`src/rtl/calc_ctrl_fsm.sv`:
```
// Calculator control FSM: assembles BCD operands from key strobes, hands them to a
// multi-cycle BCD ALU via a start/done handshake and selects what the display shows.
module calc_ctrl_fsm #(
    parameter int         DIGITS  = 4,
    parameter logic [3:0] ERR_NIB = 4'hE
) (
    input  logic                  clk,
    input  logic                  reset,
    input  logic                  key_valid,
    input  logic [3:0]            key_code,
    input  logic [4*DIGITS-1:0]   alu_res,
    input  logic                  alu_done,
    input  logic                  alu_err,
    output logic [4*DIGITS-1:0]   alu_num1,
    output logic [4*DIGITS-1:0]   alu_num2,
    output logic [3:0]            alu_op,
    output logic                  alu_start,
    output logic [4*DIGITS-1:0]   display,
    output logic                  err,
    output logic [2:0]            state
);

    localparam int W  = 4 * DIGITS;
    localparam int CW = $clog2(DIGITS + 1);
    localparam logic [CW-1:0] CNT_ZERO = CW'(1'b0);
    localparam logic [CW-1:0] CNT_ONE  = CW'(1'b1);
    localparam logic [CW-1:0] CNT_MAX  = CW'(DIGITS);
    localparam logic [W-1:0]  NUM_ZERO = {W{1'b0}};

    typedef enum logic [2:0] {
        ST_ENTRY1 = 3'd0,
        ST_ENTRY2 = 3'd1,
        ST_CALC   = 3'd2,
        ST_SHOW   = 3'd3,
        ST_ERROR  = 3'd4
    } state_t;

    state_t          r_state,   w_state_nxt;
    logic [W-1:0]    r_num1,    w_num1_nxt;
    logic [W-1:0]    r_num2,    w_num2_nxt;
    logic [W-1:0]    r_result,  w_result_nxt;
    logic [CW-1:0]   r_cnt1,    w_cnt1_nxt;
    logic [CW-1:0]   r_cnt2,    w_cnt2_nxt;
    logic [3:0]      r_op,      w_op_nxt;
    logic [3:0]      r_pend_op, w_pend_op_nxt;
    logic            r_chain,   w_chain_nxt;
    logic [W-1:0]    r_display, w_display_nxt;
    logic            r_err;
    logic            r_start;
    logic            w_full_clr;
    logic            w_is_digit;
    logic            w_is_eq;
    logic            w_is_ac;
    logic            w_is_op;

    // A digit is accepted while there is room and it would not become a leading zero.
    function automatic logic digit_ok(input logic [W-1:0] num, input logic [CW-1:0] cnt,
                                      input logic [3:0] key);
        return (cnt < CNT_MAX) && !((key == 4'd0) && (num == NUM_ZERO));
    endfunction

    assign w_is_digit = key_valid && (key_code <= 4'd9);
    assign w_is_eq    = key_valid && (key_code == 4'd10);
    assign w_is_ac    = key_valid && (key_code == 4'd11);
    assign w_is_op    = key_valid && (key_code >= 4'd12);

    assign alu_num1  = r_num1;
    assign alu_num2  = r_num2;
    assign alu_op    = r_op;
    assign alu_start = r_start;
    assign display   = r_display;
    assign err       = r_err;
    assign state     = r_state;

    // Next-state and operand update for the key / ALU event of this cycle.
    always_comb begin
        w_state_nxt   = r_state;
        w_num1_nxt    = r_num1;
        w_num2_nxt    = r_num2;
        w_result_nxt  = r_result;
        w_cnt1_nxt    = r_cnt1;
        w_cnt2_nxt    = r_cnt2;
        w_op_nxt      = r_op;
        w_pend_op_nxt = r_pend_op;
        w_chain_nxt   = r_chain;
        w_full_clr    = 1'b0;
        case (r_state)
            ST_ENTRY1: begin
                if (w_is_digit) begin
                    if (digit_ok(r_num1, r_cnt1, key_code)) begin
                        w_num1_nxt = {r_num1[W-5:0], key_code};
                        w_cnt1_nxt = r_cnt1 + CNT_ONE;
                    end else begin
                        w_num1_nxt = r_num1;
                    end
                end else if (w_is_op) begin
                    w_op_nxt    = key_code;
                    w_num2_nxt  = NUM_ZERO;
                    w_cnt2_nxt  = CNT_ZERO;
                    w_state_nxt = ST_ENTRY2;
                end else if (w_is_ac) begin
                    w_num1_nxt = NUM_ZERO;
                    w_cnt1_nxt = CNT_ZERO;
                end else begin
                    w_state_nxt = ST_ENTRY1;
                end
            end
            ST_ENTRY2: begin
                if (w_is_digit) begin
                    if (digit_ok(r_num2, r_cnt2, key_code)) begin
                        w_num2_nxt = {r_num2[W-5:0], key_code};
                        w_cnt2_nxt = r_cnt2 + CNT_ONE;
                    end else begin
                        w_num2_nxt = r_num2;
                    end
                end else if (w_is_op) begin
                    if (r_cnt2 == CNT_ZERO) begin
                        w_op_nxt = key_code;
                    end else begin
                        w_pend_op_nxt = key_code;
                        w_chain_nxt   = 1'b1;
                        w_state_nxt   = ST_CALC;
                    end
                end else if (w_is_eq) begin
                    if (r_cnt2 != CNT_ZERO) begin
                        w_chain_nxt = 1'b0;
                        w_state_nxt = ST_CALC;
                    end else begin
                        w_state_nxt = ST_ENTRY2;
                    end
                end else if (w_is_ac) begin
                    if (r_cnt2 != CNT_ZERO) begin
                        w_num2_nxt = NUM_ZERO;
                        w_cnt2_nxt = CNT_ZERO;
                    end else begin
                        w_full_clr = 1'b1;
                    end
                end else begin
                    w_state_nxt = ST_ENTRY2;
                end
            end
            ST_CALC: begin
                if (alu_done) begin
                    if (alu_err) begin
                        w_state_nxt = ST_ERROR;
                    end else if (r_chain) begin
                        w_num1_nxt   = alu_res;
                        w_result_nxt = alu_res;
                        w_op_nxt     = r_pend_op;
                        w_num2_nxt   = NUM_ZERO;
                        w_cnt2_nxt   = CNT_ZERO;
                        w_state_nxt  = ST_ENTRY2;
                    end else begin
                        w_result_nxt = alu_res;
                        w_state_nxt  = ST_SHOW;
                    end
                end else begin
                    w_state_nxt = ST_CALC;
                end
            end
            ST_SHOW: begin
                if (w_is_digit) begin
                    w_num1_nxt  = {{(W-4){1'b0}}, key_code};
                    w_cnt1_nxt  = (key_code != 4'd0) ? CNT_ONE : CNT_ZERO;
                    w_num2_nxt  = NUM_ZERO;
                    w_cnt2_nxt  = CNT_ZERO;
                    w_state_nxt = ST_ENTRY1;
                end else if (w_is_op) begin
                    w_num1_nxt  = r_result;
                    w_op_nxt    = key_code;
                    w_num2_nxt  = NUM_ZERO;
                    w_cnt2_nxt  = CNT_ZERO;
                    w_state_nxt = ST_ENTRY2;
                end else if (w_is_eq) begin
                    // Repeat-equals: previous result becomes operand 1, operand 2 and op kept.
                    w_num1_nxt  = r_result;
                    w_state_nxt = ST_CALC;
                end else if (w_is_ac) begin
                    w_full_clr = 1'b1;
                end else begin
                    w_state_nxt = ST_SHOW;
                end
            end
            ST_ERROR: begin
                if (w_is_ac) begin
                    w_full_clr = 1'b1;
                end else begin
                    w_state_nxt = ST_ERROR;
                end
            end
            default: begin
                w_full_clr = 1'b1;
            end
        endcase
        if (w_full_clr) begin
            w_state_nxt   = ST_ENTRY1;
            w_num1_nxt    = NUM_ZERO;
            w_num2_nxt    = NUM_ZERO;
            w_result_nxt  = NUM_ZERO;
            w_cnt1_nxt    = CNT_ZERO;
            w_cnt2_nxt    = CNT_ZERO;
            w_op_nxt      = 4'd0;
            w_pend_op_nxt = 4'd0;
            w_chain_nxt   = 1'b0;
        end else begin
            w_chain_nxt = w_chain_nxt;
        end
    end

    // Display follows the registered state, so it trails operand updates by one cycle.
    always_comb begin
        w_display_nxt = r_display;
        case (r_state)
            ST_ENTRY1: w_display_nxt = r_num1;
            ST_ENTRY2: w_display_nxt = (r_cnt2 != CNT_ZERO) ? r_num2 : r_num1;
            ST_CALC:   w_display_nxt = r_display;
            ST_SHOW:   w_display_nxt = r_result;
            ST_ERROR:  w_display_nxt = {DIGITS{ERR_NIB}};
            default:   w_display_nxt = r_display;
        endcase
    end

    // State, operand and output registers.
    always_ff @(posedge clk or negedge reset) begin
        if (!reset) begin
            r_state   <= ST_ENTRY1;
            r_num1    <= NUM_ZERO;
            r_num2    <= NUM_ZERO;
            r_result  <= NUM_ZERO;
            r_cnt1    <= CNT_ZERO;
            r_cnt2    <= CNT_ZERO;
            r_op      <= 4'd0;
            r_pend_op <= 4'd0;
            r_chain   <= 1'b0;
            r_display <= NUM_ZERO;
            r_err     <= 1'b0;
            r_start   <= 1'b0;
        end else begin
            r_state   <= w_state_nxt;
            r_num1    <= w_num1_nxt;
            r_num2    <= w_num2_nxt;
            r_result  <= w_result_nxt;
            r_cnt1    <= w_cnt1_nxt;
            r_cnt2    <= w_cnt2_nxt;
            r_op      <= w_op_nxt;
            r_pend_op <= w_pend_op_nxt;
            r_chain   <= w_chain_nxt;
            r_display <= w_display_nxt;
            r_err     <= (w_state_nxt == ST_ERROR);
            r_start   <= (w_state_nxt == ST_CALC) && (r_state != ST_CALC);
        end
    end

endmodule
```
`config.mk`:
```
export PLATFORM = sky130hd
export DESIGN_NAME = calc_ctrl_fsm
export DESIGN_NICKNAME = d
export VERILOG_FILES = /design/src/rtl/calc_ctrl_fsm.sv
export SDC_FILE = /design/constraint.sdc
export NUM_CORES = 1
export LEC_CHECK = 0
export ABC_AREA = 1
export BUFFER_PORTS_ARGS = -buffer_cell sky130_fd_sc_hd__buf_2
export CAP_MARGIN = 20
export CORE_UTILIZATION = 30
export CTS_CLUSTER_SIZE = 8
export DETAILED_ROUTE_END_ITERATION = 7
export GPL_TIMING_DRIVEN = 1
export SLEW_MARGIN = 25
export SYNTH_ARGS = -nofsm -noshare
export SYNTH_HDL_FRONTEND = slang
export SYNTH_SLANG_ARGS = --single-unit
```
`constraint.sdc`:
```
create_clock -name clk -period 1.7 [get_ports clk]
set_input_delay 0.255 -clock clk [delete_from_list [all_inputs] [get_ports clk]]
set_output_delay 0.255 -clock clk [all_outputs]
set_load 0.1 [all_outputs]
```
After elaboration in Yosys (flattened, before gate mapping)
Index checks and enable logic that the tools add are counted.
Storage, ports and cells
  bits in registers: 84
  input bits: 25
  word-level logic and storage cells: 193
Operators by class
  add/sub/neg operators: 2
  magnitude comparators: 4
  equal/unequal tests: 32
  muxes and demuxes: 105
  reduce and logical (&&, ||, !) cells: 38
Operators with widths (count)
  two-way mux 16 bit: 29
  one-hot mux 16 bit (4 select lines): 2
  two-way mux 3 bit: 35
  two-way mux 4 bit: 14
  one-hot mux 16 bit (3 select lines): 1
  logical NOT 16 bit: 2
  != test 4 bit, second input constant: 8
  != test 3 bit, second input constant: 10
  two-way mux 1 bit: 17
  nonzero test 4 bit: 4
  one-hot mux 3 bit (5 select lines): 1
  one-hot mux 3 bit (4 select lines): 1
  one-hot mux 4 bit (3 select lines): 1
  nonzero test 3 bit: 4
  AND reduction 10 bit: 1
  AND reduction 5 bit: 2
  == test 3 x 2 -> 1 bit, second input constant: 3
  logical AND 1 bit: 9
  AND reduction 9 bit: 1
  == test 4 bit, second input constant: 2
  AND reduction 8 bit: 1
  nonzero test 2 bit: 4
  adder 3 x 1 -> 3 bit, second input constant: 2
  == test 3 bit, second input constant: 2
  19 further kinds: 25

Longest topological paths before layout
  word-level depth: 10
  depth in mapped cells: 13
  depth with buffers taken out: 12

Least setup slack after synthesis
OpenSTA, ideal clock, no wires.
  path kind: register to register
  start point: reg r_state[2] (netlist: state[2])
  end point: reg r_display[11] (netlist: display[11])
  library setup time: 0.122 ns
  arrival time: 2.236 ns
  slack: -0.658 ns
  cell stages (with the launch flop): 12
  period minus slack after synthesis: 2.358 ns
  path through: dfrtp_1 > inv_2 > nand2_1 > nor2_2 > buf_6 > nand2_1 > inv_1 > buf_2 > a211oi_1 > nand2_1 > o21ai_0 > inv_1
On the way
  longest elaborated chain between the ends: 2
RTL lines
  start: declaration: RTL line 38  | state_t r_state, w_state_nxt;
  start signal: assignment: RTL line 239  | r_state <= w_state_nxt;
  == test 3 bit (tied with other cells): RTL line 213  | case (r_state)
  one-hot mux 16 bit (4 select lines) / nonzero test 4 bit (equally long branches)
  end signal: assignment: RTL line 248  | r_display <= w_display_nxt;
  end: declaration: RTL line 47  | logic [W-1:0] r_display, w_display_nxt;
Parallel ways exist; a longest one is shown, timed or not.
A chain may end at the register's enable or synchronous reset.

Final worst setup path
  start point: reg r_state[2] (netlist: state[2])
  end point: reg r_num1[7] (netlist: alu_num1[7])
On the way
  longest elaborated chain between the ends: 5
RTL lines
  == test 3 x 2 -> 1 bit / logical NOT 3 bit (equally long branches): RTL line 87  | case (r_state)
  OR reduction 2 bit (no source line)
  one-hot mux 1 bit (4 select lines): RTL line 87
  != test 5 bit (no source line) (tied with other cells)
  AND reduction 8 bit (no source line)
  end signal: assignment: RTL line 240  | r_num1 <= w_num1_nxt;
  end: declaration: RTL line 39  | logic [W-1:0] r_num1, w_num1_nxt;
Parallel ways exist; a longest one is shown, timed or not.

==> qor.txt <==
Syn nets - 780
Asr flop ratio synth - 100%
Nets - 970
GRT Total Usage - 21.6%
# DRC - 0
I/O pin cnt - 82
Antenna Cells - 0
Final instance area - 7490 um2
Worst Tran Pin Value - 0.520 ns
CTS sink cnt - 84
Initial core utilization - 31.1%
Sequential share of the synthesized area - 40.4%
H-tree Lvls - 3
Synth area leaders - dfrtp_1 40%, nand2_1 16%, nand3_1 7.6%, nor2_1 6.9%, a21oi_1 4.8%
Final RePlAce weighted congestion - 0.890
Pre-CTS setup slack - -0.231 ns
Peak supply drop - 1.70 mV
Setup crit end - alu_num1[7]
Leak - 3.80 nW
Area growth syn-to-layout - 43.9%
Total power - 15.6 mW
Synth top area share - 40.4%
Cells after synthesis - 752
Critical Path AT - 2.04 ns
CP Data Required Time - 1.95 ns
Worst reg-to-reg setup slack - -0.09 ns
Crit start category - register
TNS Setup - -2.97 ns
Initial drt markers - 395
Setup CP Type - reg2reg
CTS tree - built
Register-to-Register Path Depth - 10
Clock Pin Slew Worst Setup and Hold Paths - 0.07 ns
Root Buffer - clkbuf_16
Number of buffers created by CTS - 9
Worst hold path type - in2reg
Fmax - 0.558 GHz
Netlist cell types - 37
EDFF count, synth - 0
DP HPWL - 13,900 um
Clk_skew - 0.0111 ns
Core Region - 16,800 um2
Routed len/inst - 15.7 um
Minimum clock period - 1.79 ns
Share of cells above drive strength 1 - 37.7%
First-pass GRT wire length - 29,800 um
Max Cap Viol - 0
Critical Path Source - state[2]
Row Count - 47
Hold WS - 0.147 ns
Drt pass-1 iters - 5
Average size of a mapped cell - 6.92 um2
Die X - 134 um
Synthesized cell area - 5200 um2
Die ar. - 17,900 um2
Placed insts - 1,138
Leading area contributor after synthesis - dfrtp_1
Worst setup margin - -0.0925 ns
Routed wire length - 18,400 um
Vias - 5,773
Via/cell ratio - 4.95
P per Cell Area - 2090 nW/um2
Vert. Die Dim - 134 um
Total global routing overflow - 0
Reg2reg start - state[2]
Synth cell count leaders - 218 x nand2_1, 96 x nor2_1, 84 x dfrtp_1
Clk_lat worst skew - 0.36 ns
YS warnings - 0
Vias in the first global route - 5,639
Antenna violations before repair - 0
Final setup viols - 57
Max clock buf depth - 2
Unrepaired setup endpoints after global routing - true
Crit share post-route - 105%
Reg2reg end - alu_num1[7]
Final core utilization - 44.7%
Antenna-violating nets left - 0
Placed inst area - 6860 um2
Largest net degree at the start of global routing - 31
Synth Flop Type - dfrtp_1
Number of I/O port buffers - 81
Synth Register Bits - 84
Most frequent cell after synthesis - nand2_1
Slew Limit Fails - 0
Failing checks - negative setup slack
Final Hold Violating Endpoints - 0
Crit. End Element - register
Worst-path maximum fanout - 8
Rel. slew slack - 65.6%
Post-Layout Cell Count - 1,167
Outcome - finished, violations left
==> final cells by class <==
cell class | instances | area [um2]
Tap cell | 220 | 275
Timing Repair Buffer | 215 | 1600
Fill cell | 1715 | 9270
Multi-Input combinational cell | 563 | 2910
Sequential cell | 84 | 2150
Clock buffer | 11 | 243
Inverter | 69 | 280
Clock inverter | 5 | 35.0
==> registers in the layout, indices dropped and copies added, names as in the netlist <==
name / cells
r_cnt2: 3
alu_num1: 16
err: 1
alu_num2: 16
alu_op: 4
r_result: 16
r_chain: 1
alu_start: 1
display: 16
state: 3
r_pend_op: 4
r_cnt1: 3
==> cell usage in the layout (no fill, tap or decap), drive strengths merged <==
cell type,synthesis,layout
inv,69,69
nand3,82,83
o31ai,2,2
o21ai,54,54
o221ai,1,1
a211oi,2,2
nand2,227,227
clkbuf,7,11
nand4,20,20
dlygate4sd3,0,1
o22ai,2,2
a31oi,2,2
nor2,103,103
o2111ai,2,2
nand3b,1,1
a221oi,1,1
nor3,6,6
buf,30,214
dfrtp,84,84
a21oi,50,50
ha,3,3
clkinv,0,3
clkinvlp,0,2
o211ai,2,2
xor2,2,2
==> worst min path at each step <==
stage	from	endpoint	slack [ns]	depth (start not counted)
finish	alu_res[5]	r_result[5]	0.15	3
global route	alu_res[11]	r_result[11]	0.16	3
CTS	alu_res[11]	r_result[11]	0.15	3
detailed placement	reset	r_result[12]	0.12	1
global placement	reset	r_result[12]	0.12	1
floorplan	reset	alu_num1[0]	-0.04	0
==> critical path, cell delays in order, from the launching register on <==
cell     delay (ns)
dfrtp_4        0.53
inv_6          0.10
nand2_4        0.06
nor2_4         0.17
nand3_2        0.12
nand3_4        0.14
nor2_4         0.07
nand2_4        0.14
nand3_4        0.18
nand2_2        0.12
nand2_2        0.05
==> kinds of logic after synthesis <==
kind of cell	synth area share [%]
DFF	40.4
xor gates and xnor gates	0.337
and+or+nand+nor	36.9
adders and majority gates	0.721
AOI/OAI and AO/OA	12.2
buffers and inverters	9.47
==> timing repair <==
item                                    CTS  global route
hold buffers                              1             0
hold endpoints to repair                 29             0
gates resized for setup                  40            43
setup buffers                             7             3
cloned                                    2             0
endpoints found under the setup margin   75            83
pin swaps                                16            10
==> power breakdown <==
group | internal [mW] | total, mW | leakage (nW) | switching, mW
Clock | 1.03 | 1.90 | 0.136 | 0.872
Combinational | 3.11 | 10.5 | 2.60 | 7.41
Sequential | 2.77 | 3.21 | 1.07 | 0.447
==> routing by layer <==
metal  up-vias  routed length [um]  track usage (%)
li1       2834                   -                -
met1      2716                8180             27.6
met2       189                8840             36.5
met3        34                 906             3.81
met4         0                 434             7.26
met5         -                   0                0
(Power assumes the default switching activity.)
